File: config.mk
export PLATFORM = sky130hd
export DESIGN_NAME = fetch_controller
export DESIGN_NICKNAME = d
export VERILOG_FILES = /design/src/rtl/mips_pkg.sv /design/src/rtl/fetch_buf.sv /design/src/rtl/fetch_controller.sv
export SDC_FILE = /design/constraint.sdc
export NUM_CORES = 1
export LEC_CHECK = 0
export CORE_MARGIN = 4
export CORE_UTILIZATION = 55
export CTS_BUF_LIST = sky130_fd_sc_hd__clkbuf_8 sky130_fd_sc_hd__clkbuf_16
export CTS_CLUSTER_SIZE = 20
export DETAILED_ROUTE_END_ITERATION = 8
export HOLD_SLACK_MARGIN = 0.02
export PLACE_DENSITY = 0.88
export SETUP_SLACK_MARGIN = 0.2
export SLEW_MARGIN = 20
export SYNTH_ARGS = -nofsm -noshare
export SYNTH_HDL_FRONTEND = slang
export SYNTH_SLANG_ARGS = --single-unit
File: constraint.sdc
create_clock -name clock -period 4.9 [get_ports clock]
set_clock_uncertainty 0.2 [all_clocks]
set_input_delay 0.735 -clock clock [delete_from_list [all_inputs] [get_ports clock]]
set_output_delay 0.735 -clock clock [all_outputs]
set_load 0.05 [all_outputs]
File: src/rtl/mips_pkg.sv
// mips_pkg: shared fetch-path constants, FSM state and buffer entry types
package mips_pkg;
  localparam int ADDR_W = 32;
  localparam int INSTR_W = 32;
  localparam int INSTR_BYTES = 4;
  typedef enum logic {RUN, FAULT} state_t;
  typedef struct packed {
    logic [ADDR_W-1:0]  pc;
    logic [INSTR_W-1:0] instr;
  } fetch_entry_t;
endpackage

File: src/rtl/fetch_buf.sv
// fetch_buf: 2-entry FIFO of fetched words; head stays put once emptied
module fetch_buf
  import mips_pkg::*;
(
  input  logic         clock,
  input  logic         reset_n,
  input  logic         push,
  input  logic         pop,
  input  logic         flush,
  input  fetch_entry_t din,
  output fetch_entry_t head,
  output logic [1:0]   count
);
  fetch_entry_t e0, e1;
  logic do_pop, wr;
  logic [1:0] c1;
  always_comb begin
    do_pop = pop & (count != 2'd0);
    c1 = count - {1'b0, do_pop};
    wr = push & ~flush;
  end
  // shift only when a second entry exists, so the head keeps its last value when drained
  always_ff @(posedge clock)
    if (!reset_n) begin
      e0 <= '0;
      e1 <= '0;
      count <= 2'd0;
    end else begin
      e0 <= (wr && c1 == 2'd0) ? din : (do_pop && count == 2'd2) ? e1 : e0;
      e1 <= (wr && c1 == 2'd1) ? din : e1;
      count <= flush ? 2'd0 : c1 + {1'b0, wr};
    end
  assign head = e0;
endmodule

File: src/rtl/fetch_controller.sv
// fetch_controller: drives the synchronous IM, buffers tagged words and hands them to decode
module fetch_controller
  import mips_pkg::*;
#(
  parameter logic [31:0] RESET_PC = 32'h0000_0000,
  parameter int IM_SIZE = 1024,
  parameter int BUF_DEPTH = 2
) (
  input  logic        clock,
  input  logic        reset_n,
  output logic [31:0] im_addr,
  input  logic [31:0] im_instr,
  input  logic        redirect_valid,
  input  logic [31:0] redirect_pc,
  output logic        out_valid,
  input  logic        out_ready,
  output logic [31:0] out_instr,
  output logic [31:0] out_pc,
  output logic        fault
);
  state_t state;
  logic [31:0] fetch_pc, inflight_pc;
  logic inflight, pop, legal, issue;
  logic [1:0] count;
  fetch_entry_t head, cap;
  always_comb begin
    pop = out_valid & out_ready;
    legal = fetch_pc[1:0] == 2'b00 && fetch_pc <= 32'(IM_SIZE - INSTR_BYTES);
    issue = state == RUN && !redirect_valid && legal &&
            ({1'b0, count} + {2'b0, inflight} - {2'b0, pop}) < 3'(BUF_DEPTH);
  end
  assign cap = '{pc: inflight_pc, instr: im_instr};
  assign im_addr = fetch_pc;
  assign out_valid = count != 2'd0;
  assign out_instr = head.instr;
  assign out_pc = head.pc;
  fetch_buf u_buf (
    .clock   (clock),
    .reset_n (reset_n),
    .push    (inflight & ~redirect_valid),
    .pop     (pop),
    .flush   (redirect_valid),
    .din     (cap),
    .head    (head),
    .count   (count)
  );
  // redirect squashes the in-flight read; an illegal pc parks the fetcher until redirected
  always_ff @(posedge clock)
    if (!reset_n) begin
      state <= RUN;
      fetch_pc <= RESET_PC;
      inflight <= 1'b0;
      inflight_pc <= '0;
      fault <= 1'b0;
    end else if (redirect_valid) begin
      state <= RUN;
      fetch_pc <= redirect_pc;
      inflight <= 1'b0;
      fault <= 1'b0;
    end else if (state == RUN && !legal) begin
      state <= FAULT;
      inflight <= 1'b0;
      fault <= 1'b1;
    end else begin
      inflight <= issue;
      if (issue) begin
        inflight_pc <= fetch_pc;
        fetch_pc <= fetch_pc + 32'(INSTR_BYTES);
      end
    end
endmodule

# Word level (Yosys, flattened, before mapping)
# Index checks and enable logic that the tools add are counted.
# totals
out_inout_bits	98
word_cells	51
regBits	196
# op_classes
n_reduce_logical	19
bitwise	8
n_eq_ne	3
n_mux	5
order_cmp	2
add_sub_neg	5
# ops
cell	n
$mux 64	2
$mux 32	3
$add 32x3->32 const B	1
$le 32x10->1 const B	1
$logic_and 1x1->1	8
$reduce_bool 2->1	3
$and 1x1->1	4
$logic_not 2->1	2
$not 1->1	4
$add 2x1->3	1
$lt 3x2->1 const B	1
$reduce_and 3->1	1
$reduce_or 3->1	1
$sub 3x1->3	1
$add 2x1->2	1
$eq 2x1->1 const B	1
$eq 2x2->1 const B	1
$logic_not 1->1	2
$ne 2x2->1 const B	1
$reduce_and 2->1	1
$reduce_or 2->1	1
$sub 2x1->2	1

# Longest topological paths before layout
# logic_depth
word_depth	8
depth_mapped	13
mapped_depth_nobuf	11

# Modules after synthesis
# Synthesis repeated with hierarchy kept, for this count alone.
# unflattened
cells_unflattened	924
hier_area_um2	8012.7
# modules_own_cells
mod	seq_area_each_um2	instances	cells_each	area_per_inst_um2
fetch_buf	2602.5	1	648	5372.7
fetch_controller	1321.3	1	276	2640.0

# Worst setup path before layout
# No wires, ideal clock.
# synth_path
kind	register to register
start	register u_buf.count[1]
end	register fetch_pc[6] (netlist: im_addr[6])
stages_incl_launch_ff	13
arrival_ns	3.040
path_buffers	2
path_slack_ns	1.533
path_cell_list	dfxtp_1 -> inv_1 -> nand2_1 -> and2_1 -> ha_1 -> nor2b_1 -> fa_1 -> nand3b_1 -> or4_1 -> buf_2 -> buf_2 -> o2111ai_1 -> nand3_1
# synth_between
elab_chain_len	7
elab_cells_between_ends	8
cone_classes	add/sub (2); order compare (1); bitwise (1); reduce/logical (4)
# synth_rtl
item	line_no	source
start: declaration	fetch_buf.sv:12	output logic [1:0] count
start signal: assignment	fetch_buf.sv:31	count <= flush ? 2'd0 : c1 + {1'b0, wr};
$reduce_bool 2->1	fetch_controller.sv:34	assign out_valid = count != 2'd0;
named net out_valid	fetch_controller.sv:15	output logic out_valid,
$and 1x1->1	fetch_controller.sv:27	pop = out_valid & out_ready;
$sub 3x1->3	fetch_controller.sv:30	({1'b0, count} + {2'b0, inflight} - {2'b0, pop}) < 3'(BUF_DEPTH);
$lt 3x2->1	fetch_controller.sv:30	
$logic_and 1x1->1	fetch_controller.sv:29	issue = state == RUN && !redirect_valid && legal &&
$reduce_bool 2->1 (no source line)	-	
$reduce_and 2->1 (no source line)	-	
end signal: assignment	fetch_controller.sv:57	fetch_pc <= redirect_pc;
end signal: assignment	fetch_controller.sv:68	fetch_pc <= fetch_pc + 32'(INSTR_BYTES);
end: declaration	fetch_controller.sv:22	logic [31:0] fetch_pc, inflight_pc;
# The timed path passes the listed nets, and every way through them passes these cells.
# A chain may end at the register's enable or synchronous reset.

# Worst setup path after layout
# layout_path
start	input port out_ready
end	register fetch_pc[6] (netlist: im_addr[6])
# layout_between
elab_chain_len	6
# layout_rtl
item	line_no	source
start: declaration	fetch_controller.sv:16	input logic out_ready,
$and 1x1->1	fetch_controller.sv:27	
$sub 3x1->3	fetch_controller.sv:30	
$lt 3x2->1	fetch_controller.sv:30	
$logic_and 1x1->1	fetch_controller.sv:29	
$reduce_bool 2->1 (no source line)	-	
$reduce_and 2->1 (no source line)	-	
# No other way between the ends.

==> metrics list <==
- Status: complete, no violations
* Area Growth Syn to Fin: 30.5%
- Setup violations remaining at the end of the flow were counted as 0.
- Mapped Nets: 904
* Vias in the first global route: 6123
- The tree built by TritonCTS fans out to 196 sinks.
* Number of placement rows: 43
* Maximum clock frequency: 0.268 GHz
- Yosys printed 0 warnings.
- Vert. Die Dim: 128 um
* Synth Instances: 831
- In this run the standard cell core region covers 0.0140 mm2.
* Req. time, crit path: 5.05 ns
- Number of instances resized during post-cts repair: 0
- Starting Density: 56.4%
- The cell area that synthesis handed to floorplanning was 0.00789 mm2.
- The initial antenna violation count came to 0.
- Slew of the pin with the lowest slew margin: 1.01 ns
- Setup repair after global routing missed its margin: false
* Hold_buf cts: 0
- The wire-length estimate of the detail-placed layout is 11400 um.
- Total of max-cap violations: 0
- Final GP Congestion: 0.751
- Leaving out fill and tap cells, the most frequent cell in the layout is nand2_1.
* Width of the die: 128 um
- After detailed routing, the number of remaining DRC violations is 0.
- Number of storage elements in the synthesis netlist: 196
- The total overflow left after global routing is 0.
* Crit path kind: primary input to flip-flop
- Final period util: 76.1%
* Proportion of layout cells with a drive suffix above 1: 4.83%
- Before antenna repair, the detailed router went through 5 iterations.
- For this block, the routed nets add up to 18200 um of wire.
- Via density: 5.40
- The placed instances occupy a cell area of 0.00962 mm2.
* Total power consumption of the routed design: 3450 uW
* Count of distinct cell types in the synthesized netlist: 37
* Clk root buf: clkbuf_16
- The number of antenna diodes in the final layout is 0.
- The floorplan step defined a die boundary enclosing 0.0163 mm2.
* Min-Delay Path Class: flip-flop to flip-flop
* TritonCTS clock tree: built
- Starting DRT DRC Count: 346
- After clock tree synthesis, the clock-pin slew on the worst setup and hold paths is 0.07 ns.
* Number of nets in the layout: 1033
- Relative slew margins: 32.8%
- TritonCTS created 17 clock buffers.
- Along the worst path, the maximum fanout reaches 19.
- Detailed routing inserted a total of 6223 vias.
- Input and output buffers added on the ports amount to 165.
- Part of the Yosys area used for sequential elements: 49.7%
- Clock latency on the worst-skew pair: 0.42 ns
- In the global route stage, overall resource usage came out at 22.2%.
- The H-tree was split into 4 levels.
- Crit. End Element: flip-flop
* Max Buffers Root-to-Sink: 2
- Worst IR Drop VDD: 353 uV
* Per-instance average area after synthesis: 9.50 um2
- Setup TNS: 0 ns
* Most used cells in the layout excluding fill and tap cells: nand2_1, dfxtp_1, clkdlybuf4s50_1
- Worst setup SP type: primary input
- Maximum number of pins on one net before global-route repair: 104
* Leakage dissipation: 0.00502 uW
- Number of pins with negative max-slew slack in the final report: 0
- Hold Vio Cnt, Final: 0
- Post-DRT Antenna Nets: 0
- Pwr per Cell Area: 335 mW/mm2
- Final Critical Period: 3.73 ns
- At the worst endpoint, the arrival time is 3.88 ns.
- First-pass GRT wire length: 29500 um
- Dividing the detail-routed wire length by the instance count gives 15.8 um.
- After routing the design area is 0.0103 mm2.
- # Post-CTS Setup Buffers: 0
* Io pins: 166
==> power breakdown <==
group	switching, uW	leakage, uW	internal (uW)
Clock	585	0.000341	986
Sequential	17.1	0.00159	1610
Combinational	138	0.00310	112
==> logic make-up after synthesis <==
kind of cell             count (synthesis)  share of synthesized area [%]
flip-flops                             196                           49.7
buffers and inverters                   72                           3.58
XOR/XNOR                                 3                          0.333
adder cells (fa/ha/maj)                  5                          0.888
AO/OA/AOI/OAI                          161                           16.9
multiplexers                            88                           11.2
AND/OR/NAND/NOR                        306                           17.4
==> area by class of cell <==
cell class	instances	area, um2
fill	1010	3690
tap	180	225
clock buffer	19	453
timing repair buffer	175	1730
clock inverter	13	228
sequential	196	3920
inverter	7	26.3
multi-input combinational	563	3710
==> cells in the mapped netlist <==
master     count  area (um2)
nand4_1        2        12.5
a21boi_1       9        67.6
a41o_1         1        10.0
nor2_1        10        37.5
a31oi_1        1        6.26
o31a_1         1        8.76
o2111ai_1      2        17.5
xor2_1         1        8.76
nor4b_1        4        35.0
nand3b_1       1        7.51
nor3_1         5        25.0
buf_2         10        50.1
a21boi_0      64         480
nor2b_1       26         163
nand2b_1       1        6.26
o21ai_1        3        15.0
or3_1          1        6.26
and2_1        27         169
o21ai_0       12        60.1
buf_1          3        11.3
a311oi_1       3        26.3
nand3_1       16        80.1
fa_1           1        20.0
clkbuf_1      52         195
a21oi_1        1        5.00
nor3b_1        1        7.51
nand2_1      204         766
nor4_2         1        12.5
inv_1          7        26.3
ha_1           4        50.1
nor4_1         4        25.0
mux2i_1       88         881
dfxtp_1      196        3920
o211a_1       64         641
and3_1         2        12.5
or4_1          1        7.51
xnor2_1        2        17.5
==> state kept, by name (all words and copies together), names as in the netlist <==
signal	count
u_buf.e1	64
im_addr	32
u_buf.head	64
u_buf.count	2
inflight_pc	32
state	1
inflight	1
==> metrics by stage <==
| stage | utilization (%) | std cells | setup slack, ns | hold WS [ns] |
|---|---|---|---|---|
| floorplan | - | 831 | 1.53 | 0.243 |
| global placement | 68.8 | 1121 | 0.884 | 0.251 |
| detailed placement | 68.8 | 1121 | 0.797 | 0.255 |
| CTS | 73.6 | 1153 | 1.18 | 0.265 |
| global route | 73.6 | 1153 | 1.02 | 0.284 |
| finish | 73.6 | 1153 | 1.17 | 0.262 |
==> per-layer routing <==
layer | vias to the layer above | track usage (%) | share of wire (%)
li1 | 3109 | - | -
met1 | 2960 | 27.2 | 44
met2 | 135 | 38.3 | 51
met3 | 19 | 5.04 | 4.1
met4 | 0 | 7.62 | 1.6
met5 | - | 0 | 0
==> final timing paths <==
path	startpoint	endpoint	slack (ns)	cells past startpoint
worst max register to register	u_buf.count[1]	im_addr[6]	1.37	10
worst min-delay path	u_buf.e1[42]	u_buf.e1[42]	0.26	2
worst max-delay path	out_ready	im_addr[6]	1.17	9
worst min register to register	u_buf.e1[42]	u_buf.e1[42]	0.26	2
==> worst max-delay path: stages <==
cell and delay (ns):
clkdlybuf4s50_1 0.46, and2_1 0.16, ha_1 0.35, nor2b_1 0.21, fa_1 0.44, nand3b_1 0.19
or4_1 0.74, or3_1 0.48, nand3_1 0.10
No activity file was read; power rests on OpenSTA's default activity.
